`src/rtl/spram_bus_bridge_pkg.sv`:
```
// Shared types and helpers for the SPRAM bus bridge: response entry layout
// and byte-to-word address conversion.
package spram_bus_pkg;

    localparam int BYTES_PER_WORD = 4;

    typedef struct packed {
        logic        error;
        logic [31:0] data;
    } rsp_entry_t;

    function automatic logic [31:0] word_index(input logic [31:0] byte_addr);
        return byte_addr / 32'(BYTES_PER_WORD);
    endfunction

endpackage

```
`src/rtl/spram_bus_bridge_rsp_fifo.sv`:
```
// Response FIFO for the SPRAM bus bridge: RSP_DEPTH entries, head presented
// from registered storage, occupancy exported for credit accounting.
module spram_rsp_fifo
    import spram_bus_pkg::*;
#(
    parameter int RSP_DEPTH = 4,
    localparam int CNT_W    = $clog2(RSP_DEPTH + 1),
    localparam int PTR_W    = (RSP_DEPTH > 1) ? $clog2(RSP_DEPTH) : 1
) (
    input  logic             clk,
    input  logic             resetn,
    input  logic             push_i,
    input  rsp_entry_t       push_entry_i,
    input  logic             pop_i,
    output logic             head_valid_o,
    output rsp_entry_t       head_o,
    output logic [CNT_W-1:0] count_o
);

    rsp_entry_t       mem_q [RSP_DEPTH];
    logic [PTR_W-1:0] wr_ptr_q, wr_ptr_d;
    logic [PTR_W-1:0] rd_ptr_q, rd_ptr_d;
    logic [CNT_W-1:0] count_q, count_d;
    logic             do_pop;

    // Pointers wrap modulo RSP_DEPTH so non-power-of-two depths work too.
    function automatic logic [PTR_W-1:0] ptr_inc(input logic [PTR_W-1:0] p);
        return (p == PTR_W'(RSP_DEPTH - 1)) ? '0 : p + PTR_W'(1);
    endfunction

    assign do_pop       = pop_i && (count_q != '0);
    assign head_valid_o = (count_q != '0);
    assign head_o       = mem_q[rd_ptr_q];
    assign count_o      = count_q;

    always_comb begin
        wr_ptr_d = push_i ? ptr_inc(wr_ptr_q) : wr_ptr_q;
        rd_ptr_d = do_pop ? ptr_inc(rd_ptr_q) : rd_ptr_q;
        count_d  = count_q;
        if (push_i && !do_pop) begin
            count_d = count_q + CNT_W'(1);
        end else if (!push_i && do_pop) begin
            count_d = count_q - CNT_W'(1);
        end
    end

    always_ff @(posedge clk or negedge resetn) begin
        if (!resetn) begin
            wr_ptr_q <= '0;
            rd_ptr_q <= '0;
            count_q  <= '0;
        end else begin
            wr_ptr_q <= wr_ptr_d;
            rd_ptr_q <= rd_ptr_d;
            count_q  <= count_d;
        end
    end

    always_ff @(posedge clk) begin
        if (push_i) begin
            mem_q[wr_ptr_q] <= push_entry_i;
        end
    end

endmodule

```
`src/rtl/spram_bus_bridge.sv`:
```
// Bridge from a valid/ready command/response bus to a single-port SPRAM with
// 1-cycle read latency. Optional address range check: SPRAM_BUS_BRIDGE_RANGE_CHECK_EN.
module spram_bus_bridge
    import spram_bus_pkg::*;
#(
    parameter int WORD_COUNT = 16000,
    parameter int ADDR_WIDTH = 14,
    parameter int RSP_DEPTH  = 4
) (
    input  logic                  clk,
    input  logic                  resetn,
    input  logic                  cmd_valid,
    output logic                  cmd_ready,
    input  logic                  cmd_write,
    input  logic [ADDR_WIDTH+1:0] cmd_address,
    input  logic [31:0]           cmd_data,
    input  logic [3:0]            cmd_mask,
    output logic                  rsp_valid,
    input  logic                  rsp_ready,
    output logic [31:0]           rsp_data,
    output logic                  rsp_error,
    output logic                  ram_en,
    output logic                  ram_wr,
    output logic [ADDR_WIDTH-1:0] ram_addr,
    output logic [3:0]            ram_mask,
    output logic [31:0]           ram_wrData,
    input  logic [31:0]           ram_rdData
);

    localparam int CNT_W = $clog2(RSP_DEPTH + 1);

`ifdef SPRAM_BUS_BRIDGE_RANGE_CHECK_EN
    localparam bit RANGE_CHECK = 1'b1;
`else
    localparam bit RANGE_CHECK = 1'b0;
`endif

    logic [CNT_W-1:0] fifo_count;
    logic [CNT_W:0]   credit_used;
    logic             accept;
    logic             cmd_err;
    logic             pend_valid_q, pend_valid_d;
    logic             pend_write_q, pend_write_d;
    logic             pend_err_q,   pend_err_d;
    rsp_entry_t       push_entry;
    rsp_entry_t       head;
    logic             head_valid;

    // Every in-flight command (pending or queued) holds one FIFO slot, so a
    // push can never find the FIFO full; rsp_ready never reaches cmd_ready.
    assign credit_used = {1'b0, fifo_count} + (CNT_W+1)'(pend_valid_q);
    assign cmd_ready   = resetn && (credit_used < (CNT_W+1)'(RSP_DEPTH));
    assign accept      = cmd_valid && cmd_ready;

    assign cmd_err    = RANGE_CHECK &&
                        (word_index(32'(cmd_address)) >= 32'(WORD_COUNT));
    assign ram_en     = accept && !cmd_err;
    assign ram_wr     = ram_en && cmd_write;
    assign ram_mask   = cmd_write ? cmd_mask : 4'b0;
    assign ram_addr   = ADDR_WIDTH'(word_index(32'(cmd_address)));
    assign ram_wrData = cmd_data;

    always_comb begin
        pend_valid_d = accept;
        pend_write_d = cmd_write;
        pend_err_d   = cmd_err;
    end

    always_ff @(posedge clk or negedge resetn) begin
        if (!resetn) begin
            pend_valid_q <= 1'b0;
            pend_write_q <= 1'b0;
            pend_err_q   <= 1'b0;
        end else begin
            pend_valid_q <= pend_valid_d;
            pend_write_q <= pend_write_d;
            pend_err_q   <= pend_err_d;
        end
    end

    // RAM read data is only valid in the cycle after issue, i.e. while pend is loaded.
    always_comb begin
        push_entry.error = pend_err_q;
        push_entry.data  = (pend_write_q || pend_err_q) ? 32'h0 : ram_rdData;
    end

    spram_rsp_fifo #(
        .RSP_DEPTH (RSP_DEPTH)
    ) u_fifo (
        .clk          (clk),
        .resetn       (resetn),
        .push_i       (pend_valid_q),
        .push_entry_i (push_entry),
        .pop_i        (rsp_valid && rsp_ready),
        .head_valid_o (head_valid),
        .head_o       (head),
        .count_o      (fifo_count)
    );

    assign rsp_valid = head_valid;
    assign rsp_data  = head_valid ? head.data : 32'h0;
    assign rsp_error = head_valid && head.error;

endmodule

```
`config.mk`:
```
export PLATFORM = sky130hd
export DESIGN_NAME = spram_bus_bridge
export DESIGN_NICKNAME = d
export VERILOG_FILES = /design/src/rtl/spram_bus_bridge_pkg.sv /design/src/rtl/spram_bus_bridge_rsp_fifo.sv /design/src/rtl/spram_bus_bridge.sv
export SDC_FILE = /design/constraint.sdc
export NUM_CORES = 1
export LEC_CHECK = 0
export ABC_AREA = 1
export CELL_PAD_IN_SITES_DETAIL_PLACEMENT = 0
export CELL_PAD_IN_SITES_GLOBAL_PLACEMENT = 1
export CORE_ASPECT_RATIO = 1.75
export CORE_MARGIN = 3
export CORE_UTILIZATION = 30
export DETAILED_ROUTE_END_ITERATION = 16
export GPL_TIMING_DRIVEN = 0
export PLACE_DENSITY = 0.68
export SYNTH_ARGS = -nofsm -noshare
export SYNTH_HDL_FRONTEND = slang
export SYNTH_HIERARCHICAL = 1
export SYNTH_SLANG_ARGS = --single-unit
```
`constraint.sdc`:
```
create_clock -name clk -period 4.48 [get_ports clk]
set_input_delay 0.896 -clock clk [delete_from_list [all_inputs] [get_ports clk]]
set_output_delay 0.896 -clock clk [all_outputs]
set_load 0.1 [all_outputs]
```
# Word-level counts from Yosys, hierarchy flattened
# Memories as Yosys holds them, arrays and structs flattened.
# Cells that the tools add are included.
# classes
reduce_logical	12
add_sub_neg	5
n_mux	9
eq_ne	2
magnitude_cmp	1
# ops
operator	count
$mux W32	2
$logic_and A1 B1 Y1	7
$mux W3	2
$add A2 B1 Y2 const B	2
$add A3 B1 Y4	1
$eq A2 B2 Y1 const B	2
$lt A4 B3 Y1 const B	1
$mux W2	2
$mux W4	1
$add A3 B1 Y3 const B	1
$reduce_bool A3 Y1	1
$sub A3 B1 Y3 const B	1
$logic_not A1 Y1	2
$mux W1	2
$reduce_bool A2 Y1	1
$logic_and A1 B1 Y1 const B	1
# word_totals
ramBits	128
wordCells	35
memories	1
ff_bits	9
# mem_list
memory	words	word_bits	read_ports	rd_clocked_by_memory_dff	wr	line_no	source
u_fifo.mem_q	4	32	1	0	1	spram_bus_bridge_rsp_fifo.sv:20	rsp_entry_t mem_q [RSP_DEPTH];

# Depth between registers and ports, before layout
# Gate-level depths: netlist of run 1.
# logic_depth
word_depth	6
mapped_depth	14

# Cells and area by module
# Netlist of run 1, hierarchy kept.
# by_module_without_submodules
mod	area_per_inst_um2	cells_each	instances	seq_area_each_um2
spram_rsp_fifo	5910.7	439	1	4139.0
spram_bus_bridge	1024.7	205	1	50.0

# Worst setup path before layout of run 1
# Ideal clock, no wire load.
# synth_path
kind	input-to-output
from	input port resetn
to	output port ram_wr
arrival_time_ns	2.381
path_slack_ns	1.203
cell_stages	4
cell_sequence	inv_1 -> nor2_1 -> nand3_1 -> nor2_1
# synth_via
elab_chain_cells	3
# synth_lines
element	line_no	source
start: declaration	spram_bus_bridge.sv:11	input logic resetn,
$logic_and A1 B1 Y1	spram_bus_bridge.sv:52	assign cmd_ready = resetn && (credit_used < (CNT_W+1)'(RSP_DEPTH));
$logic_and A1 B1 Y1	spram_bus_bridge.sv:53	assign accept = cmd_valid && cmd_ready;
$logic_and A1 B1 Y1	spram_bus_bridge.sv:58	assign ram_wr = ram_en && cmd_write;
end: declaration	spram_bus_bridge.sv:23	output logic ram_wr,
# No other way between the ends.

# Worst setup path after layout of run 1
# Ends and elaborated chain as after synthesis.

==> qor.txt, run 1 <==
Share of layout cells above drive strength 1: 20.22%
Reg area: 4189 µm²
First-pass GRT wire length: 24870 µm
Critical Path Fanout Max: 10
Initial Utilization: 30.49%
Clk buf depth: 2
Core area: 22740 µm²
Top cells by count, synth: inv_1, nand2_1, edfxtp_1, buf_4, nor2_1
CTS clock-pin slew for the worst setup and hold paths: 0.06 ns
CTS resizes: 0
Clock Tree Root: clkbuf_16
Tcrit/Tclk final: 92.16%
Sequential share of the synthesized area: 60.40%
Area share of the largest cell type after synthesis: 57.15%
RSZ-0062 raised after global routing: false
Dpl hpwl: 11300 µm
Critical Path Sink Type: output port
Setup crit start kind: input port
Per-cell routed wire length: 14.56 µm
Multi-input gate area: 1599 µm²
Final antenna-violating net count: 0
Final Critical Period: 4.129 ns
Status: finished, final reports clean
Area leader, netlist: edfxtp_1
Remaining Overflow, GRT: 0
DR iter-0 viols: 190
Post-route cell area: 9225 µm²
CTS tree: yes
Number of enable flip-flop cells after synthesis: 132
Clock Sinks: 141
Final Max Slew Viols: 0
Area delta synth->final: 33.01%
Yosys reg bits: 141
H-Tree Depth: 4
FFs w/ async S/R, synth: 6.383%
Die Area: 25050 µm²
Layout fillers: 2166
Num rows: 73
Final std cells w/o fill: 1106
Cells after Synth: 644
# DRC: 0
CP required: 3.58 ns
Total number of vias: 4530
DRT met1 WL: 6033 µm
Count leader, synth: inv_1
CTS Buf Count: 17
Overall global routing resource usage: 13.20%
Die width: 120.9 µm
F_max: 242.2 MHz
# diodes: 0
Postcts setup bufs: 0
Ys Warns: 6
Slew Limit Headroom: 32.28%
Die Ht: 207.1 µm
Setup TNS: 0 ns
Max-cap viol count: 0
I/O Buffers: 127
Synthesized area: 6935 µm²
Hold crit path type: reg2reg
DR top layer: met4
Setup-failing EPs final: 0
Antenna violations before repair: 0
Pin count of the biggest net entering global routing: 34
Dominant cells by area after synthesis: edfxtp_1, inv_1, nand2_1, o211ai_2, buf_4
Mapped Avg Cell Area: 10.77 µm²
WL met2: 9024 µm
Top Ports: 176
Skew final: 0.006832 ns
Synth cell types: 20
Vias/cell: 4.096
Placed Cells: 1074
Final WL: 16110 µm
Vias in the first global route: 4684
Clk_lat worst skew: 0.42 ns
DR pass1 iterations: 4
Ys flop type: edfxtp_1
Worst Tran Pin Value: 1.013 ns
Kind of critical path: in2out
Metal3 WL: 832 µm
Data arrival time of the worst path: 3.23 ns
Post-CTS Hold Fix Bufs: 0
Final Wtd Congestion: 0.7300
Placed instance area: 8593 µm²
Nets: 889
Hold Vio Cnt, Final: 0
==> worst max-delay path: stages <==
cell	delay (ns)
clkdlybuf4s50_1	0.76
inv_1	0.08
nor2_1	0.14
nand3_1	0.11
nor2_1	0.10
clkdlybuf4s50_1	1.14
==> area by class of cell <==
type	instances	area share, %
Timing Repair Buffer	127	13.78
Multi-Input combinational cell	280	17.33
Clock inverter	13	2.048
Sequential cell	141	45.41
Clock buffer	19	4.801
Buffer	75	6.415
Tap cell	300	4.069
Inverter	151	6.144
==> metal layers <==
| layer | GRT usage, % | vias up |
|---|---|---|
| li1 | - | 2302 |
| met1 | 13.69 | 2063 |
| met2 | 25.18 | 152 |
| met3 | 2.895 | 13 |
| met4 | 5.008 | 0 |
| met5 | 0 | - |
==> registers in the layout, indices dropped and copies added (netlist names) <==
signal / cells
u_fifo/rd_ptr_q: 2
u_fifo/wr_ptr_q: 2
pend_write_q: 1
pend_valid_q: 1
u_fifo/count_o: 3
u_fifo/mem_q: 132
==> through the flow <==
step                      hold WS [ns]  setup slack [ns]  util (%)
final                           0.5030            0.3511     40.56
after global placement          0.4833            0.3156     37.78
after detailed placement        0.4937            0.3067     37.78
after floorplan                 0.4628             1.203         -
after global routing            0.5654            0.1452     40.56
after CTS                       0.5078            0.2935     40.56
==> final timing paths <==
| kind | startpoint | end | slack, ns | cells after the start |
|---|---|---|---|---|
| setup / recovery | resetn | ram_wr | 0.35 | 6 |
| hold / removal | u_fifo/count_o[2] | u_fifo/count_o[2] | 0.50 | 2 |
| setup reg to reg | u_fifo/count_o[0] | u_fifo/count_o[2] | 2.29 | 13 |
| hold reg to reg | u_fifo/count_o[2] | u_fifo/count_o[2] | 0.50 | 2 |
| max in group asynchronous | resetn | u_fifo/wr_ptr_q[1] | 3.36 | 1 |
| min in group asynchronous | resetn | u_fifo/rd_ptr_q[0] | 0.80 | 1 |
==> cells by family after synthesis <==
family / after synthesis / share of synthesized area, %
buf+inv: 226 / 16.71
compound gates: 68 / 9.670
flops: 141 / 60.40
fa+ha+maj: 7 / 1.371
xor+xnor: 1 / 0.1263
simple gates: 200 / 11.67
other cells: 1 / 0.05407
==> placed cells by master (no fill, tap or decap), drive strengths merged <==
master and instances:
buf 75, edfxtp 132, o21ai 2, clkdlybuf4s50 127
dfrtp 9, nand2 157, bufinv 4, ha 6
nand4 1, fa 1, o211ai 66, xnor2 1
nand3 5, nor2 37, clkbuf 19, inv 153
clkinvlp 1, conb 4, clkinv 6
Power of run 1 is not shown: default switching activity piles up to over one toggle a cycle in this logic, so the estimate is an artifact.
==> inputs of run 2 (changes only) <==
--- a/config.mk
+++ b/config.mk
@@ -9,11 +9,11 @@
 export CELL_PAD_IN_SITES_DETAIL_PLACEMENT = 0
 export CELL_PAD_IN_SITES_GLOBAL_PLACEMENT = 1
 export CORE_ASPECT_RATIO = 1.75
-export CORE_MARGIN = 3
-export CORE_UTILIZATION = 30
+export CORE_MARGIN = 5
+export CORE_UTILIZATION = 41
 export DETAILED_ROUTE_END_ITERATION = 16
 export GPL_TIMING_DRIVEN = 0
-export PLACE_DENSITY = 0.68
+export PLACE_DENSITY = 0.88
 export SYNTH_ARGS = -nofsm -noshare
 export SYNTH_HDL_FRONTEND = slang
 export SYNTH_HIERARCHICAL = 1
==> run 2 against run 1 <==
Compared with the run above:
- largest cell class unchanged
- final cell count shrank 6.6%
- utilization increased by 14 points
- count of clock-buffer cells in the layout is 1 lower
==> qor.txt, run 2 (same netlist as run 1, synthesis figures left out) <==
Status: finished, final reports clean
Num rows: 63 (-14%)
Share of layout cells above drive strength 1: 20.10% (-0.12 points)
Clock Sinks: 141 (unchanged)
CP required: 3.58 ns (about the same)
Vias in the first global route: 4935 (+5.4%)
Critical Path Fanout Max: 10 (unchanged)
Most common cell after layout, fill and taps aside: inv_1
Slew Limit Headroom: 31.50% (-0.77 points)
Critical Path Sink Type: output port
Core area: 16790 µm² (-26%)
Area delta synth->final: 31.17%
# diodes: 0 (unchanged)
Tcrit/Tclk final: 92.45% (+0.29 points)
Hold Vio Cnt, Final: 0 (unchanged)
Data arrival time of the worst path: 3.25 ns (+0.02 ns)
Nets: 889 (unchanged)
Multi-input gate area: 1599 µm² (unchanged)
Most flops, register: u_fifo/mem_q
Final WL: 15980 µm (-0.76%)
DR iter-0 viols: 198 (+4.2%)
Total number of vias: 4685 (+3.4%)
Most frequent cells in the layout: inv_1, nand2_1, edfxtp_1
Final Critical Period: 4.142 ns (+0.01298 ns)
Final Wtd Congestion: 0.7342 (+0.58%)
CTS Buf Count: 17 (unchanged)
H-Tree Depth: 4 (unchanged)
Setup crit start kind: input port
Hold crit path type: reg2reg
Initial Utilization: 41.31% (+11 points)
CTS tree: yes
Postcts setup bufs: 0 (unchanged)
Die Ht: 182.1 µm (-12%)
Clock Tree Root: clkbuf_16
Setup-failing EPs final: 0 (unchanged)
Kind of critical path: in2out
Overall global routing resource usage: 16.83% (+3.6 points)
Worst Tran Pin Value: 1.024 ns (+0.01153 ns)
Max reg flops: 132 (unchanged)
CTS clock-pin slew for the worst setup and hold paths: 0.06 ns (about the same)
Remaining Overflow, GRT: 0 (unchanged)
Final Max Slew Viols: 0 (unchanged)
Clk buf depth: 2 (unchanged)
I/O Buffers: 127 (unchanged)
Hold path start: u_fifo/count_o[2]
Dpl hpwl: 11410 µm (+0.98%)
Worst r2r src: u_fifo/count_o[0]
Pin count of the biggest net entering global routing: 34 (unchanged)
Skew final: 0.005701 ns (-0.001131 ns)
F_max: 241.4 MHz (-0.31%)
Die Area: 19720 µm² (-21%)
Hold Path End: u_fifo/count_o[2]
DR pass1 iterations: 6 (+2)
Vias/cell: 4.535 (+11%)
Setup TNS: 0 ns (unchanged)
Post-CTS Hold Fix Bufs: 0 (unchanged)
# DRC: 0 (unchanged)
Reg area: 4189 µm² (unchanged)
Die width: 108.3 µm (-10%)
Clk_lat worst skew: 0.40 ns (-0.02 ns)
R2R depth: 13 (unchanged)
Reg2reg end: u_fifo/count_o[2]
Per-cell routed wire length: 15.47 µm (+6.2%)
Top Ports: 176 (unchanged)
Final antenna-violating net count: 0 (unchanged)
CTS resizes: 0 (unchanged)
Antenna violations before repair: 0 (unchanged)
First-pass GRT wire length: 24920 µm (+0.19%)
Worst R2R Setup Slack: 2.30 ns (about the same)
Fin util: 54.18% (+14 points)
Max-cap viol count: 0 (unchanged)
Hold Path Cell Cnt: 2 (unchanged)
RSZ-0062 raised after global routing: false
Layout fillers: 1472 (-32%)
==> run 2: changes by cell type in the layout (fill, tap and decap cells not counted), sizes merged <==
| cell | previous run | this run |
|---|---|---|
| clkinv | 6 | 3 |
| clkinvlp | 1 | 5 |
| clkbuf | 19 | 18 |
| bufinv | 4 | 3 |
| inv | 153 | 154 |
==> run 2: critical path, cell delays in order <==
cell and delay [ns]:
clkdlybuf4s50_1 0.78, inv_1 0.08, nor2_1 0.13, nand3_1 0.11
nor2_1 0.09, clkdlybuf4s50_1 1.15
==> run 2: worst max path at each step <==
stage            from      to  slack, ns
3_3_place_gp   resetn  ram_wr       0.30
6_report       resetn  ram_wr       0.34
2_1_floorplan  resetn  ram_wr       1.20
4_1_cts        resetn  ram_wr       0.29
5_1_grt        resetn  ram_wr       0.11
3_5_place_dp   resetn  ram_wr       0.30
==> run 2: final cells by class <==
cell class / count / share of cell area, %
sequential: 141 / 46.05
clock buffer: 18 / 4.717
multi-input combinational: 280 / 17.58
buffer: 75 / 6.505
clock inverter: 14 / 1.829
tap: 227 / 3.122
timing repair buffer: 127 / 13.97
inverter: 151 / 6.230
==> run 2: per-stage QoR <==
step / hold slack, ns / worst slack (ns) / cells / cell area, µm²
4_1_cts: 0.5071 / 0.2894 / 1033 / 9097
5_1_grt: 0.5266 / 0.1055 / 1033 / 9097
6_report: 0.5026 / 0.3381 / 1033 / 9097
3_3_place_gp: 0.4894 / 0.2969 / 1001 / 8502
2_1_floorplan: 0.4628 / 1.203 / 647 / 6947
3_5_place_dp: 0.4951 / 0.2970 / 1001 / 8502
==> run 2: per-layer routing <==
metal	GRT usage, %	routed length [µm]
met5	0	0
met4	6.623	257
met3	4.319	1062
met2	31.61	9072
met1	17.45	5591
Power of run 2 is left out for the same reason.
==> inputs of run 3 (changes only) <==
--- a/config.mk
+++ b/config.mk
@@ -12,7 +12,7 @@
 export CORE_MARGIN = 5
 export CORE_UTILIZATION = 41
 export DETAILED_ROUTE_END_ITERATION = 16
-export GPL_TIMING_DRIVEN = 0
+export GPL_TIMING_DRIVEN = 1
 export PLACE_DENSITY = 0.88
 export SYNTH_ARGS = -nofsm -noshare
 export SYNTH_HDL_FRONTEND = slang
==> run 3 against run 2 <==
Compared with the run above:
- sequential share of layout area up 6.6 points
- hold slack worse by 0.0052 ns
- die area unchanged
- count of clock-buffer cells in the layout unchanged
- final area down 12%
- critical path type is now reg2out
==> qor.txt, run 3 (same netlist as run 1, synthesis figures left out) <==
Kind of critical path: reg2out
Antenna violations before repair: 0 (unchanged)
DR iter-0 viols: 141 (-29%)
Crit-path slowest cell: dfrtp_4
Worst Tran Pin Value: 1.026 ns (+0.001348 ns)
Max-cap viol count: 0 (unchanged)
Nets: 773 (-13%)
Max reg flops: 132 (unchanged)
CTS resizes: 0 (unchanged)
CP peak stage delay: 0.97 ns (-0.18 ns)
CTS tree: yes
Met3 GRT Util: 2.761% (-1.6 points)
Met1 global-route usage: 14.69% (-2.8 points)
Clk buf depth: 2 (unchanged)
Clock Tree Root: clkbuf_16
Final WL: 14050 µm (-12%)
Hold crit path type: reg2reg
F_max: 294.4 MHz (+22%)
Most common cell after layout, fill and taps aside: inv_1
Critical Path Fanout Max: 69 (+59)
Final Max Slew Viols: 0 (unchanged)
H-Tree Depth: 4 (unchanged)
Hold Vio Cnt, Final: 0 (unchanged)
Vias/cell: 4.507 (-0.62%)
RSZ-0062 raised after global routing: false
Top Ports: 176 (unchanged)
Pin count of the biggest net entering global routing: 70 (+110%)
Final Wtd Congestion: 0.6926 (-5.7%)
Slew Limit Headroom: 31.53% (about the same)
CTS Buf Count: 17 (unchanged)
Share of layout cells above drive strength 1: 19.57% (-0.53 points)
Clk_lat worst skew: 0.41 ns (about the same)
Die Area: 19720 µm² (unchanged)
Most flops, register: u_fifo/mem_q
Final antenna-violating net count: 0 (unchanged)
CTS clock-pin slew for the worst setup and hold paths: 0.06 ns (about the same)
Skew final: 0.005502 ns (-0.0001994 ns)
Critical Path Sink Type: output port
Core area: 16790 µm² (unchanged)
Overall global routing resource usage: 14.92% (-1.9 points)
Setup TNS: 0 ns (unchanged)
Post-CTS Hold Fix Bufs: 0 (unchanged)
DR pass1 iterations: 4 (-2)
Num rows: 63 (unchanged)
CP required: 3.58 ns (about the same)
# DRC: 0 (unchanged)
Most frequent cells in the layout: inv_1, nand2_1, edfxtp_1
Data arrival time of the worst path: 2.50 ns (-0.75 ns)
First-pass GRT wire length: 21820 µm (-12%)
Remaining Overflow, GRT: 0 (unchanged)
Met2 Resource Use GR: 27.87% (-3.7 points)
Clock Sinks: 141 (unchanged)
Setup-failing EPs final: 0 (unchanged)
Tcrit/Tclk final: 75.83% (-17 points)
Status: finished, final reports clean
Vias in the first global route: 4151 (-16%)
# diodes: 0 (unchanged)
Final Critical Period: 3.397 ns (-0.7448 ns)
Setup crit start kind: flip-flop
GRT busiest layer: met2
I/O Buffers: 81 (-36%)
Initial Utilization: 41.31% (unchanged)
Layout fillers: 1542 (+4.8%)
Dpl hpwl: 8664 µm (-24%)
Area delta synth->final: 14.79%
Crit-path cells: buf_4 > o211ai_1 > nand2_1 > nand2_1 > inv_1 > buf_4
Total number of vias: 4133 (-12%)
Die Ht: 182.1 µm (unchanged)
Postcts setup bufs: 0 (unchanged)
Die width: 108.3 µm (unchanged)
Per-cell routed wire length: 15.32 µm (-0.96%)
[run 3: changes by cell type in the layout (fill, tap and decap cells not counted), sizes merged]
cell / change
buf: -29
bufinv: -1
clkdlybuf4s50: -87
clkinv: +6
clkinvlp: -2
inv: -3
[run 3: final cells by class]
type / instances / area, µm² / share of cell area, %
multi-input combinational: 280 / 1602 / 20.12
tap: 227 / 284.0 / 3.567
sequential: 141 / 4194 / 52.68
timing repair buffer: 86 / 758.2 / 9.524
clock inverter: 14 / 127.6 / 1.603
clock buffer: 18 / 429.2 / 5.391
inverter: 151 / 566.8 / 7.119
[run 3: worst paths after layout]
path                       slack, ns  depth (start not counted)          startpoint            endpoint
setup / recovery                1.08                          6  u_fifo/rd_ptr_q[0]        rsp_data[12]
hold reg to reg                 0.50                          2   u_fifo/count_o[2]   u_fifo/count_o[2]
hold / removal                  0.50                          2   u_fifo/count_o[2]   u_fifo/count_o[2]
min in group asynchronous       0.78                          2              resetn  u_fifo/wr_ptr_q[0]
max in group asynchronous       3.53                          2              resetn  u_fifo/rd_ptr_q[0]
setup reg to reg                1.88                         12   u_fifo/count_o[0]   u_fifo/count_o[2]
[run 3: through the flow]
stage | instance area (µm²) | cells | utilization (%) | worst slack (ns) | hold slack (ns)
finish | 7961 | 917 | 47.42 | 1.083 | 0.4974
global route | 7961 | 917 | 47.42 | 0.8557 | 0.5506
CTS | 7961 | 917 | 47.42 | 1.017 | 0.4983
detailed placement | 7405 | 885 | 44.10 | 1.347 | 0.4862
global placement | 7405 | 885 | 44.10 | 1.351 | 0.4777
floorplan | 6947 | 647 | - | 1.203 | 0.4628
[run 3: per-layer routing]
metal | wire length [µm] | share of wire (%)
met4 | 717 | 5.1
met2 | 7702 | 55
met5 | 0 | 0
met1 | 5011 | 36
met3 | 622 | 4.4
[run 3: critical path: cells and delay by family (launching register included)]
kind	cells	cell delay, ns
AOI/OAI and AO/OA	1	0.14
DFF	1	0.97
and+or+nand+nor	2	0.16
buffers and inverters	3	0.81
Power of run 3 is left out for the same reason.
